<file path="src/rtl/ternary_dot_accum.sv">
// Streaming ternary dot-product accumulator: 5-lane add/subtract/skip partial sum,
// saturating accumulation over BEATS weight groups, valid/ready result port.
module ternary_dot_accum #(
    parameter int ACT_W = 8,
    parameter int ACC_W = 24,
    parameter int BEATS = 4
) (
    input  logic               clk,
    input  logic               rst,
    input  logic               in_valid,
    output logic               in_ready,
    input  logic [9:0]         weights,
    input  logic [5*ACT_W-1:0] acts,
    output logic               out_valid,
    input  logic               out_ready,
    output logic [ACC_W-1:0]   out_sum,
    output logic               out_sat
);
    localparam int P_W   = ACT_W + 3;
    localparam int CNT_W = (BEATS > 1) ? $clog2(BEATS) : 1;
    localparam logic [CNT_W-1:0] CNT_LAST = CNT_W'(BEATS - 1);
    localparam logic [ACC_W-1:0] ACC_MAX  = {1'b0, {(ACC_W-1){1'b1}}};
    localparam logic [ACC_W-1:0] ACC_MIN  = {1'b1, {(ACC_W-1){1'b0}}};

    // Codes 01 add, 11 subtract; 00 and the illegal 10 contribute nothing.
    function automatic logic [P_W-1:0] lane_sum(input logic [9:0] w, input logic [5*ACT_W-1:0] a);
        logic [P_W-1:0] s;
        logic [P_W-1:0] x;
        s = '0;
        for (int i = 0; i < 5; i++) begin
            x = {{3{a[ACT_W*i+ACT_W-1]}}, a[ACT_W*i +: ACT_W]};
            case (w[2*i +: 2])
                2'b01:   s = s + x;
                2'b11:   s = s - x;
                default: s = s;
            endcase
        end
        return s;
    endfunction

    logic [CNT_W-1:0] cnt_q, cnt_d;
    logic [P_W-1:0]   p_sum_q, p_sum_d;
    logic             p_valid_q, p_valid_d;
    logic             p_last_q, p_last_d;
    logic [ACC_W-1:0] acc_q, acc_d;
    logic             sat_acc_q, sat_acc_d;
    logic             out_valid_q, out_valid_d;
    logic [ACC_W-1:0] out_sum_q, out_sum_d;
    logic             out_sat_q, out_sat_d;
    logic             hold_s, accept_s, drain_s, clamp_s;
    logic [ACC_W:0]   wide_s;
    logic [ACC_W-1:0] sum_s;

    // A finished result waiting on a stalled output freezes stage P.
    assign hold_s    = p_valid_q && p_last_q && out_valid_q && !out_ready;
    assign in_ready  = !hold_s;
    assign accept_s  = in_valid && !hold_s;
    assign drain_s   = p_valid_q && !hold_s;
    assign out_valid = out_valid_q;
    assign out_sum   = out_sum_q;
    assign out_sat   = out_sat_q;

    always_comb begin
        wide_s  = {acc_q[ACC_W-1], acc_q} + {{(ACC_W+1-P_W){p_sum_q[P_W-1]}}, p_sum_q};
        clamp_s = (wide_s[ACC_W] != wide_s[ACC_W-1]);
        if (!clamp_s) begin
            sum_s = wide_s[ACC_W-1:0];
        end else if (wide_s[ACC_W]) begin
            sum_s = ACC_MIN;
        end else begin
            sum_s = ACC_MAX;
        end
    end

    always_comb begin
        cnt_d       = cnt_q;
        p_sum_d     = p_sum_q;
        p_valid_d   = p_valid_q;
        p_last_d    = p_last_q;
        acc_d       = acc_q;
        sat_acc_d   = sat_acc_q;
        out_sum_d   = out_sum_q;
        out_sat_d   = out_sat_q;
        out_valid_d = out_valid_q;
        if (accept_s) begin
            p_sum_d   = lane_sum(weights, acts);
            p_valid_d = 1'b1;
            p_last_d  = (cnt_q == CNT_LAST);
            cnt_d     = (cnt_q == CNT_LAST) ? '0 : cnt_q + CNT_W'(1);
        end else if (!hold_s) begin
            p_valid_d = 1'b0;
        end else begin
            p_valid_d = p_valid_q;
        end
        if (out_valid_q && out_ready) begin
            out_valid_d = 1'b0;
        end else begin
            out_valid_d = out_valid_q;
        end
        // A last partial landing on an accepting edge replaces the result with no bubble.
        if (drain_s) begin
            if (p_last_q) begin
                out_sum_d   = sum_s;
                out_sat_d   = sat_acc_q | clamp_s;
                out_valid_d = 1'b1;
                acc_d       = '0;
                sat_acc_d   = 1'b0;
            end else begin
                acc_d     = sum_s;
                sat_acc_d = sat_acc_q | clamp_s;
            end
        end else begin
            acc_d = acc_q;
        end
    end

    always_ff @(posedge clk or posedge rst) begin
        if (rst) begin
            cnt_q       <= '0;
            p_sum_q     <= '0;
            p_valid_q   <= 1'b0;
            p_last_q    <= 1'b0;
            acc_q       <= '0;
            sat_acc_q   <= 1'b0;
            out_valid_q <= 1'b0;
            out_sum_q   <= '0;
            out_sat_q   <= 1'b0;
        end else begin
            cnt_q       <= cnt_d;
            p_sum_q     <= p_sum_d;
            p_valid_q   <= p_valid_d;
            p_last_q    <= p_last_d;
            acc_q       <= acc_d;
            sat_acc_q   <= sat_acc_d;
            out_valid_q <= out_valid_d;
            out_sum_q   <= out_sum_d;
            out_sat_q   <= out_sat_d;
        end
    end
endmodule

</file>
<file path="config.mk">
export PLATFORM = sky130hd
export DESIGN_NAME = ternary_dot_accum
export DESIGN_NICKNAME = d
export VERILOG_FILES = /design/src/rtl/ternary_dot_accum.sv
export SDC_FILE = /design/constraint.sdc
export NUM_CORES = 1
export LEC_CHECK = 0
export ABC_AREA = 1
export CAP_MARGIN = 15
export CORE_MARGIN = 2
export CORE_UTILIZATION = 48
export CTS_CLUSTER_SIZE = 14
export DETAILED_ROUTE_END_ITERATION = 10
export GPL_TIMING_DRIVEN = 0
export PLACE_DENSITY_LB_ADDON = 0.2
export SYNTH_ARGS = -nofsm -noshare
export SYNTH_HDL_FRONTEND = slang
export SYNTH_SLANG_ARGS = --single-unit
</file>
<file path="constraint.sdc">
create_clock -name clk -period 3.3 [get_ports clk]
set_input_delay 0.66 -clock clk [delete_from_list [all_inputs] [get_ports clk]]
set_output_delay 0.66 -clock clk [all_outputs]
set_load 0.05 [all_outputs]
</file>
==> results of run 1 <==
routing by layer:
layer | track usage | part of all wire | up-vias
li1 | - | - | 3983
met1 | 0.3035 | 0.43 | 3639
met2 | 0.4319 | 0.50 | 225
met3 | 0.02254 | 0.035 | 60
met4 | 0.08597 | 0.035 | 0
met5 | 0 | 0 | -
area by class of cell:
cell class / instances / area [sq um] / area share
plain buffers: 25 / 158.9 / 0.01556
clock buffers: 9 / 225.2 / 0.02206
clock inverters: 7 / 82.58 / 0.008088
inverters: 148 / 580.6 / 0.05686
multi-input cells: 888 / 6031 / 0.5907
flip-flops and latches: 66 / 1653 / 0.1619
well taps: 188 / 235.2 / 0.02304
repair buffers: 135 / 1244 / 0.1218
flip-flops by register name, summed over array words and instances (netlist names):
signal     flops
acc_q         24
out_sum       24
out_sat        1
p_sum_q       11
p_last_q       1
out_valid      1
cnt_q          2
p_valid_q      1
sat_acc_q      1
cell families after synthesis:
family                   share of synthesized area
flip-flops                                  0.2248
XOR/XNOR                                   0.06795
AND/OR/NAND/NOR                             0.3222
AO/OA/AOI/OAI                               0.1592
adder cells (fa/ha/maj)                     0.1328
buffers and inverters                      0.09298
synthesized netlist by cell type, types with 17 or more instances:
master,count
nor3_1,17
dfrtp_1,66
inv_1,145
o21ai_0,66
nand2_1,364
xor2_1,31
nor2_1,70
ha_1,70
xnor2_1,21
nand3_1,68
a21oi_1,65
stage by stage:
step	total power [uW]	hold WS (ns)	cell area [sq um]	utilization
detailed placement	7272	0.4642	8627	0.5717
finish	9270	0.4722	10210	0.6766
floorplan	5903	0.4459	7611	-
global route	10050	0.4935	10210	0.6766
global placement	7198	0.4626	8607	0.5704
CTS	8580	0.4802	9450	0.6263
path summary, 6_finish.rpt:
check / startpoint / end / slack [ns]
hold reg to reg: out_sum[8]$_DFFE_PP0P_ / out_sum[8]$_DFFE_PP0P_ / 0.47
setup / recovery: acts[1] / p_sum_q[10]$_DFFE_PP0P_ / -2.68
setup reg to reg: p_sum_q[0]$_DFFE_PP0P_ / acc_q[12]$_DFFE_PP0P_ / 0.31
max in group asynchronous: rst / p_sum_q[10]$_DFFE_PP0P_ / 1.90
min in group asynchronous: rst / out_sum[15]$_DFFE_PP0P_ / 0.77
hold / removal: out_sum[8]$_DFFE_PP0P_ / out_sum[8]$_DFFE_PP0P_ / 0.47
timing repair:
action,in CTS,in global routing
setup buffers,30,28
endpoints found under the hold margin,0,0
endpoints found under the setup margin,11,28
pin swaps,53,108
resized for setup,92,151
worst register-to-register path, stage by stage, from the launching register on:
cell and delay, ns:
dfrtp_1 0.36, ha_1 0.17, inv_1 0.05, fa_1 0.40, inv_1 0.09, nand2_1 0.08
o21ai_2 0.16, nand3_1 0.11, nand2_1 0.08, nand2_1 0.06, nand2_1 0.07, a21oi_2 0.09
inv_2 0.07, nand3_1 0.08, nand3_2 0.10, xor2_2 0.20, inv_2 0.09, nand2_2 0.09
buf_4 0.21, o21ai_0 0.16, nand2_1 0.09, nand2_1 0.06
power breakdown:
part | switching, uW | internal [uW]
logic | 4170 | 2720
registers | 222 | 1180
clock network | 390 | 597
total | 4780 | 4490
==> results.md, run 1 <==
- Pre-CTS setup slack: -3.814 ns
- CTS hold repair buffers: 0
- Post-Syn Instances: 1127
- Synth unique cells: 50
- YS warnings: 0
- Peak Freq: 167.3 MHz
- Syn Area/Cell: 6.519 sq um
- Min setup slack post-route: -2.676 ns
- Delay of the slowest critical-path stage: 0.30 ns
- TritonRoute pass-1 iters: 6
- Most common cell after layout, fill and taps aside: nand2_1
- RSZ-0062 raised after global routing: true
- Min-Delay Path Class: flip-flop to flip-flop
- # port buffers: 76
- Final setup fails: 10
- Worst-Margin Slew: 0.7150 ns
- Final TNS setup: -15.81 ns
- Io pins: 81
- Initial Util: 0.4869
- Fin crit share: 1.811
- Top-area cell type share of the netlist area: 0.2248
- TritonCTS sink count: 66
- Largest net degree at the start of global routing: 35
- Ant diodes: 0
- Post-Syn Area: 0.007347 sq mm
- Die width: 127.7 um
- Clock transition at path regs: 0.06 ns
- DR WL/cell: 14.26 um
- Leak pwr: 0.005106 uW
- Cells after DPL: 1392
- Die height: 127.7 um
- Reg2reg path depth: 21
- Hold path cells: 2
- Gpl congestion: 0.9059
- Remaining DRCs: 0
- Vias in the first global route: 7286
- Run status: complete, but fails checks
- Layout cells sized above 1: 0.2433
- Layout fillers: 1268
- Initial antenna violation count: 0
- Seq/Total Area, Yosys: 0.2248
- Commonest cells after routing, fill and taps aside: nand2_1 (332), inv_1 (119), dfrtp_1 (65), clkdlybuf4s50_1 (62), nor2_1 (58)
- Core footprint: 0.01509 sq mm
- Crit start category: primary input
- Final Non-Filler Cells: 1466
- Bufs on Longest Clock Path: 2
- Fin crit period: 5.976 ns
- Total track usage: 0.2414
- DP HPWL: 15.04 mm
- CTS Buf Count: 9
- Worst-path maximum fanout: 5
- Crit path DAT: 6.21 ns
- Slowest CP cell: ha_4
- DR vias/cell: 5.394
- H-tree levels: 3
- First-pass GRT wire length: 32.73 mm
- Post-synth ARST share: 1.000
- FP Rows: 45
- Antenna-violating nets left: 0
- Buf+Inv Stages, Crit Path: 6
- Ys flop type: dfrtp_1
- Post-synth EDFFs: 0
- Grt ovf: 0
- Max VDD drop: 397.5 uV
- Synth area leader: dfrtp_1
- Final Max Slew Viols: 0
- Routed vias: 7907
- Top delay family on crit path: simple AND/OR/NAND/NOR gates
- Initial drt markers: 456
- Routed WL: 20.90 mm
- Clock skew: 0.01085 ns
- Most Frequent Cell on Critical Path: nand2_1
- Synth Register Bits: 66
- DIE AREA: 0.01631 sq mm
- Final Hold Fails: 0
- Layout net count: 1402
- Max transition margin: 0.5226
- PD cells: 907.9 mW/mm^2
- Top cells by area, synth: dfrtp_1 (22%), nand2_1 (19%), ha_1 (12%), inv_1 (7.4%), nand3_1 (4.6%)
- Cell depth of the worst setup path: 49
- Syn nets: 1256
- Violated checks: negative setup slack
- Endpoint type of the worst setup path: flip-flop
- P&R area growth vs syn: 38.96%
- CP Class: primary input to flip-flop
- TritonCTS clock tree: built
- Maximum capacitance violations: 0
- CTS root buf: clkbuf_16
- CP required: 3.53 ns
- Clk Latency, worst-skew pair: 0.34 ns
No activity file was read; power rests on OpenSTA's default activity.
==> run 2: changes to the inputs <==
- clock period: 3.3 -> 7.72 ns (I/O delays scaled with it)
==> run 2 against run 1 <==
- the flow now finishes without violations
- critical path type unchanged
- largest cell class unchanged
- core utilization is 6.1 points lower
- worst setup slack better by 3.0 ns
- combinational power is 62% lower
- die area stayed put
- hold slack better by 0.0027 ns
- sequential cell count stayed put
- sequential power is 57% lower
- cell count is 3.1% lower
- register-to-register slack better by 4.2 ns
==> results.md, run 2 (synthesis gave the netlist of run 1 again) <==
- Remaining DRCs: 0 (unchanged)
- Io pins: 81 (unchanged)
- Slowest CP cell: ha_4 (unchanged)
- Peak Freq: 134.4 MHz
- Final Hold Fails: 0 (unchanged)
- CTS Buf Count: 9 (unchanged)
- H-tree levels: 3 (unchanged)
- Initial Util: 0.4869 (unchanged)
- Final setup fails: 0 (was 10)
- Most Frequent Cell on Critical Path: nand2_1 (unchanged)
- Antenna-violating nets left: 0 (unchanged)
- Delay of the slowest critical-path stage: 0.34 ns (was 0.30 ns)
- Final Max Slew Viols: 0 (unchanged)
- Worst-path maximum fanout: 5 (unchanged)
- Routed vias: 7603 (was 7907)
- Clock skew: 0.008810 ns (was 0.01085 ns)
- Maximum capacitance violations: 0 (unchanged)
- Die height: 127.7 um (unchanged)
- Reg2reg path depth: 14 (was 21)
- DIE AREA: 0.01631 sq mm (unchanged)
- Initial antenna violation count: 0 (unchanged)
- Ant diodes: 0 (unchanged)
- Capture point of the worst reg-to-reg path: out_sat$_DFFE_PP0P_ (was acc_q[12]$_DFFE_PP0P_)
- Total track usage: 0.2406 (was 0.2414)
- Die width: 127.7 um (unchanged)
- Worst setup path end: p_sum_q[10]$_DFFE_PP0P_ (unchanged)
- Max transition margin: 0.5090 (was 0.5226)
- First-pass GRT wire length: 32.14 mm (was 32.73 mm)
- TritonRoute pass-1 iters: 5 (was 6)
- CTS root buf: clkbuf_16 (unchanged)
- Clk Latency, worst-skew pair: 0.34 ns (about the same)
- Layout net count: 1357 (was 1402)
- TritonCTS clock tree: built (unchanged)
- Endpoint type of the worst setup path: flip-flop (unchanged)
- DR vias/cell: 5.350 (was 5.394)
- Layout cells sized above 1: 0.1346 (was 0.2433)
- Met1 Use GR: 0.3117 (was 0.3035)
- Bufs on Longest Clock Path: 2 (unchanged)
- CP required: 7.95 ns (was 3.53 ns)
- Worst-Margin Slew: 0.7354 ns (was 0.7150 ns)
- Crit start category: primary input (unchanged)
- Commonest cells after routing, fill and taps aside: nand2_1 (352), inv_1 (136), clkdlybuf4s50_1 (69), nor2_1 (67), dfrtp_1 (66) (was nand2_1 (332), inv_1 (119), dfrtp_1 (65), clkdlybuf4s50_1 (62), nor2_1 (58))
- # port buffers: 76 (unchanged)
- Fin crit period: 7.441 ns
- Min-Delay Path Class: flip-flop to flip-flop (unchanged)
- PD cells: 395.5 mW/mm^2 (was 907.9 mW/mm^2)
- Final TNS setup: 0 ns (was -15.81 ns)
- Fin crit share: 0.9639
- Worst setup path start: acts[0] (was acts[1])
- DP HPWL: 15.12 mm (was 15.04 mm)
- TritonCTS sink count: 66 (unchanged)
- Grt ovf: 0 (unchanged)
- Post-route core utilization: 0.6153 (was 0.6766)
- P&R area growth vs syn: 26.38% (was 38.96%)
- Crit path DAT: 7.67 ns (was 6.21 ns)
- Run status: finished, final reports clean (was complete, but fails checks)
- Clock transition at path regs: 0.06 ns (about the same)
- Most common cell after layout, fill and taps aside: nand2_1 (unchanged)
- Initial drt markers: 463 (was 456)
- Largest net degree at the start of global routing: 35 (unchanged)
- R2R Path Start: p_sum_q[10]$_DFFE_PP0P_ (was p_sum_q[0]$_DFFE_PP0P_)
- Leak pwr: 0.004792 uW (was 0.005106 uW)
- DR WL/cell: 14.13 um (was 14.26 um)
- GR peak layer: met2 (unchanged)
- Pre-CTS setup slack: -0.8006 ns (was -3.814 ns)
- Cell depth of the worst setup path: 47 (was 49)
- Met2 GRT Util: 0.4228 (was 0.4319)
- Total power: 3673 uW (was 9270 uW)
- GR Layer Usage met3: 0.02880 (was 0.02254)
- Routed WL: 20.08 mm (was 20.90 mm)
- Gpl congestion: 0.9268 (was 0.9059)
- Vias in the first global route: 7019 (was 7286)
- R2R Setup Slk: 4.51 ns (was 0.31 ns)
- FP Rows: 45 (unchanged)
- Core footprint: 0.01509 sq mm (unchanged)
- Min setup slack post-route: 0.2787 ns (was -2.676 ns)
- Buf+Inv Stages, Crit Path: 7 (was 6)
- CP Class: primary input to flip-flop (unchanged)
- Max VDD drop: 157.4 uV (was 397.5 uV)
- Top delay family on crit path: simple AND/OR/NAND/NOR gates (unchanged)
run 2: changes by cell type in the layout (fill, tap and decap cells not counted), sizes merged:
cell / delta
buf: -52
clkdlybuf4s50: +7
dlymetal6s2s: +3
clkbuf: -2
dlygate4sd2: -1
run 2: worst min-delay path by stage:
| stage | start | to | slack, ns | cells after the start |
|---|---|---|---|---|
| final | out_sum[12]$_DFFE_PP0P_ | out_sum[12]$_DFFE_PP0P_ | 0.47 | 2 |
| after global routing | out_sum[12]$_DFFE_PP0P_ | out_sum[12]$_DFFE_PP0P_ | 0.50 | 2 |
| after CTS | out_sum[1]$_DFFE_PP0P_ | out_sum[1]$_DFFE_PP0P_ | 0.48 | 2 |
| after detailed placement | out_sum[8]$_DFFE_PP0P_ | out_sum[8]$_DFFE_PP0P_ | 0.47 | 2 |
| after global placement | out_sum[15]$_DFFE_PP0P_ | out_sum[15]$_DFFE_PP0P_ | 0.46 | 2 |
| after floorplan | cnt_q[1]$_DFFE_PP0P_ | cnt_q[1]$_DFFE_PP0P_ | 0.45 | 2 |
run 2: area by class of cell:
class | count | area, sq um
Tap cell | 188 | 235.2
Multi-Input combinational cell | 888 | 5508
Clock buffer | 9 | 225.2
Buffer | 25 | 128.9
Timing Repair Buffer | 90 | 895.9
Inverter | 148 | 558.0
Fill cell | 1432 | 5804
Sequential cell | 66 | 1652
Clock inverter | 7 | 82.58
run 2: what timing repair did:
action	CTS	global route
setup endpoints to repair	1	1
endpoints found under the hold margin	0	0
setup buffers	4	9
hold buffers	0	0
gates resized for setup	17	97
pin swaps	3	38
run 2: layer usage:
layer	share of wire	routed length, um
met4	0.026	525
met3	0.033	662
met1	0.45	8949
met2	0.50	9946
met5	0	0
run 2: worst register-to-register path: stages (launching register included):
cell and delay, ns:
dfrtp_1 0.62, ha_1 0.54, nand2_2 0.10, nor4_2 0.40
nand3b_1 0.14, nand3_2 0.11, nand2_2 0.05, nand2_1 0.07
nand2_2 0.06, nand2_4 0.09, xor2_4 0.19, nor2_4 0.10
buf_6 0.16, o21ai_0 0.35, nand2_1 0.10
run 2: report_power, final:
group          switching (uW)  total, uW  leakage (uW)  internal [uW]
clock                     169        424      0.000145            255
sequential                103        606      0.000813            502
combinational            1660       2640       0.00383            981
total                    1930       3670       0.00479           1740
run 2: per-stage QoR:
| step | hold slack (ns) | instances | cell area [sq um] |
|---|---|---|---|
| 2_1_floorplan | 0.4459 | 1127 | 7347 |
| 3_3_place_gp | 0.4617 | 1391 | 8343 |
| 3_5_place_dp | 0.4652 | 1392 | 8363 |
| 4_1_cts | 0.4808 | 1412 | 8765 |
| 5_1_grt | 0.4959 | 1421 | 9285 |
| 6_report | 0.4749 | 1421 | 9285 |
==> run 3: changes to the inputs <==
- CORE_UTILIZATION: 48 -> 63
- CTS_CLUSTER_SIZE: 14 -> 10
==> run 3 against run 2 <==
- register-to-register slack gained 0.03 ns
- hold slack gained 0.0018 ns
- critical path depth grew 1
- sequential share of layout area grew 0.11 points
- cell count shrank 3.2%
- sequential cell count is the same
==> results.md, run 3 (synthesis gave the netlist of run 1 again) <==
- Total power: 3720 uW (was 3673 uW)
- Switching Share: 0.5232 (was 0.5266)
- Hold path cells: 2 (unchanged)
- Clk Latency, worst-skew pair: 0.34 ns (about the same)
- # port buffers: 76 (unchanged)
- Fin crit share: 0.9862 (was 0.9639)
- CTS hold repair buffers: 0 (unchanged)
- Worst-path maximum fanout: 10 (was 5)
- Initial antenna violation count: 0 (unchanged)
- Final setup fails: 0 (unchanged)
- PD cells: 403.1 mW/mm^2 (was 395.5 mW/mm^2)
- CTS root buf: clkbuf_16 (unchanged)
- Layout fillers: 796 (was 1432)
- CP Class: primary input to flip-flop (unchanged)
- DR vias/cell: 5.746 (was 5.350)
- Delay of the slowest critical-path stage: 0.55 ns (was 0.34 ns)
- FP Rows: 39 (was 45)
- Crit start category: primary input (unchanged)
- Reg2reg path depth: 20 (was 14)
- Flop pwr share: 0.162 (was 0.165)
- Gpl congestion: 1.013 (was 0.9268)
- First-pass GRT wire length: 31.21 mm (was 32.14 mm)
- Comb pwr share: 0.720 (about the same)
- Max transition margin: 0.5337 (was 0.5090)
- TritonRoute pass-1 iters: 5 (unchanged)
- Most common cell after layout, fill and taps aside: nand2_1 (unchanged)
- Initial drt markers: 511 (was 463)
- Post-Route Hold Slack: 0.4767 ns (was 0.4749 ns)
- P&R area growth vs syn: 25.60% (was 26.38%)
- Bufs on Longest Clock Path: 2 (unchanged)
- Core footprint: 0.01142 sq mm (was 0.01509 sq mm)
- Max VDD drop: 414.7 uV (was 157.4 uV)
- Worst-Margin Slew: 0.6984 ns (was 0.7354 ns)
- Remaining DRCs: 0 (unchanged)
- Maximum capacitance violations: 0 (unchanged)
- Run status: finished, final reports clean (unchanged)
- Clock skew: 0.006045 ns (was 0.008810 ns)
- Ant diodes: 0 (unchanged)
- Clk network pwr share: 0.117 (was 0.115)
- Initial Util: 0.6434 (was 0.4869)
- Peak Freq: 131.3 MHz (was 134.4 MHz)
- Largest net degree at the start of global routing: 35 (unchanged)
- Endpoint type of the worst setup path: flip-flop (unchanged)
- Grt ovf: 0 (unchanged)
- Capture point of the worst reg-to-reg path: out_sat$_DFFE_PP0P_ (unchanged)
- Fin crit period: 7.614 ns (was 7.441 ns)
- Multi-input logic area: 0.005507 sq mm (was 0.005508 sq mm)
- Antenna-violating nets left: 0 (unchanged)
- R2R Path Start: acc_q[0]$_DFFE_PP0P_ (was p_sum_q[10]$_DFFE_PP0P_)
- Most Frequent Cell on Critical Path: nand2_1 (unchanged)
- TritonCTS sink count: 66 (unchanged)
- TritonCTS clock tree: built (unchanged)
- Die height: 112.0 um (was 127.7 um)
- Sequential Area: 0.001652 sq mm (unchanged)
- Leak pwr: 0.004796 uW (was 0.004792 uW)
- Min-Delay Path Class: flip-flop to flip-flop (unchanged)
- DIE AREA: 0.01254 sq mm (was 0.01631 sq mm)
- DR WL/cell: 14.65 um (was 14.13 um)
- Io pins: 81 (unchanged)
- Vias in the first global route: 7212 (was 7019)
- Final Hold Fails: 0 (unchanged)
- Clock transition at path regs: 0.05 ns (was 0.06 ns)
- Routed WL: 20.14 mm (was 20.08 mm)
- Layout cells sized above 1: 0.1299 (was 0.1346)
- Layout net count: 1356 (was 1357)
- Commonest cells after routing, fill and taps aside: nand2_1 (356), inv_1 (136), clkdlybuf4s50_1 (70), nor2_1 (67), dfrtp_1 (66) (was nand2_1 (352), inv_1 (136), clkdlybuf4s50_1 (69), nor2_1 (67), dfrtp_1 (66))
- Hold endpoint: out_sum[8]$_DFFE_PP0P_ (was out_sum[12]$_DFFE_PP0P_)
- Hold_sp: out_sum[8]$_DFFE_PP0P_ (was out_sum[12]$_DFFE_PP0P_)
- CP required: 7.95 ns (about the same)
- Crit path DAT: 7.85 ns (was 7.67 ns)
- Total track usage: 0.2990 (was 0.2406)
- DP HPWL: 14.68 mm (was 15.12 mm)
- CTS Buf Count: 9 (unchanged)
- Die width: 112.0 um (was 127.7 um)
- H-tree levels: 3 (unchanged)
- Cell internal pwr: 1774 uW (was 1739 uW)
- Routed vias: 7901 (was 7603)
- R2R Setup Slk: 4.54 ns (was 4.51 ns)
- Psw: 1946 uW (was 1934 uW)
- Final Max Slew Viols: 0 (unchanged)
- Slowest CP cell: clkdlybuf4s50_1 (was ha_4)
[run 3: cell count changes in the layout (fill, tap and decap cells not counted), sizes merged]
cell           before  now
buf                25   24
bufinv              1    2
clkdlybuf4s50      69   70
clkinv              0    4
clkinvlp            2    0
dlymetal6s2s        7    6
inv               152  149
[run 3: through the flow]
step | setup TNS, ns | util | std cells | area (sq um) | worst slack (ns)
4_1_cts | 0 | 0.7585 | 1363 | 8661 | 0.01431
3_5_place_dp | -0.7666 | 0.7275 | 1347 | 8307 | -0.7666
6_report | 0 | 0.8081 | 1375 | 9228 | 0.1064
3_3_place_gp | -0.6269 | 0.7257 | 1346 | 8287 | -0.6269
2_1_floorplan | 0 | - | 1127 | 7347 | 0.6841
5_1_grt | -0.3079 | 0.8081 | 1375 | 9228 | -0.3079
[run 3: worst max-delay path by stage]
stage / from / endpoint / slack [ns] / cells after the start
global placement: acts[0] / p_sum_q[10]$_DFFE_PP0P_ / -0.63 / 49
finish: weights[3] / p_sum_q[10]$_DFFE_PP0P_ / 0.11 / 48
floorplan: weights[0] / p_sum_q[10]$_DFFE_PP0P_ / 0.68 / 46
global route: weights[3] / p_sum_q[10]$_DFFE_PP0P_ / -0.31 / 46
CTS: acts[8] / p_sum_q[10]$_DFFE_PP0P_ / 0.01 / 42
detailed placement: acts[0] / p_sum_q[10]$_DFFE_PP0P_ / -0.77 / 49
[run 3: critical path: cells and delay by family]
kind	cells	cell delay (ns)
AND/OR/NAND/NOR	29	2.79
AO/OA/AOI/OAI	8	1.19
adder cells (fa/ha/maj)	4	1.06
buffers and inverters	4	0.76
XOR/XNOR	3	0.52
[run 3: routing by layer]
layer / global-route usage / part of all wire / vias to the layer above
met2: 0.5370 / 0.50 / 317
met5: 0 / 0 / -
li1: - / - / 3893
met4: 0.1423 / 0.040 / 0
met3: 0.03756 / 0.053 / 81
met1: 0.3542 / 0.40 / 3610
[run 3: area by class of cell]
class,instances,share of cell area
clock buffer,9,0.02441
clock inverter,7,0.01003
sequential,66,0.1790
buffer,25,0.01397
timing repair buffer,89,0.09600
inverter,148,0.06047
tap,143,0.01939
multi-input combinational,888,0.5967
[run 3: timing repair]
item / CTS / global route
buffers inserted: 0 / 12
endpoints found under the setup margin: 1 / 1
resized for setup: 13 / 96
pin swaps: 1 / 31
[run 3: power by group through the flow]
stage               clock network [uW]  registers (uW)  logic [uW]
finish                             437             604        2680
global route                       451             619        2950
CTS                                439             602        2500
detailed placement                   0             602        2450
global placement                     0             597        2400
floorplan                            0             803        1670
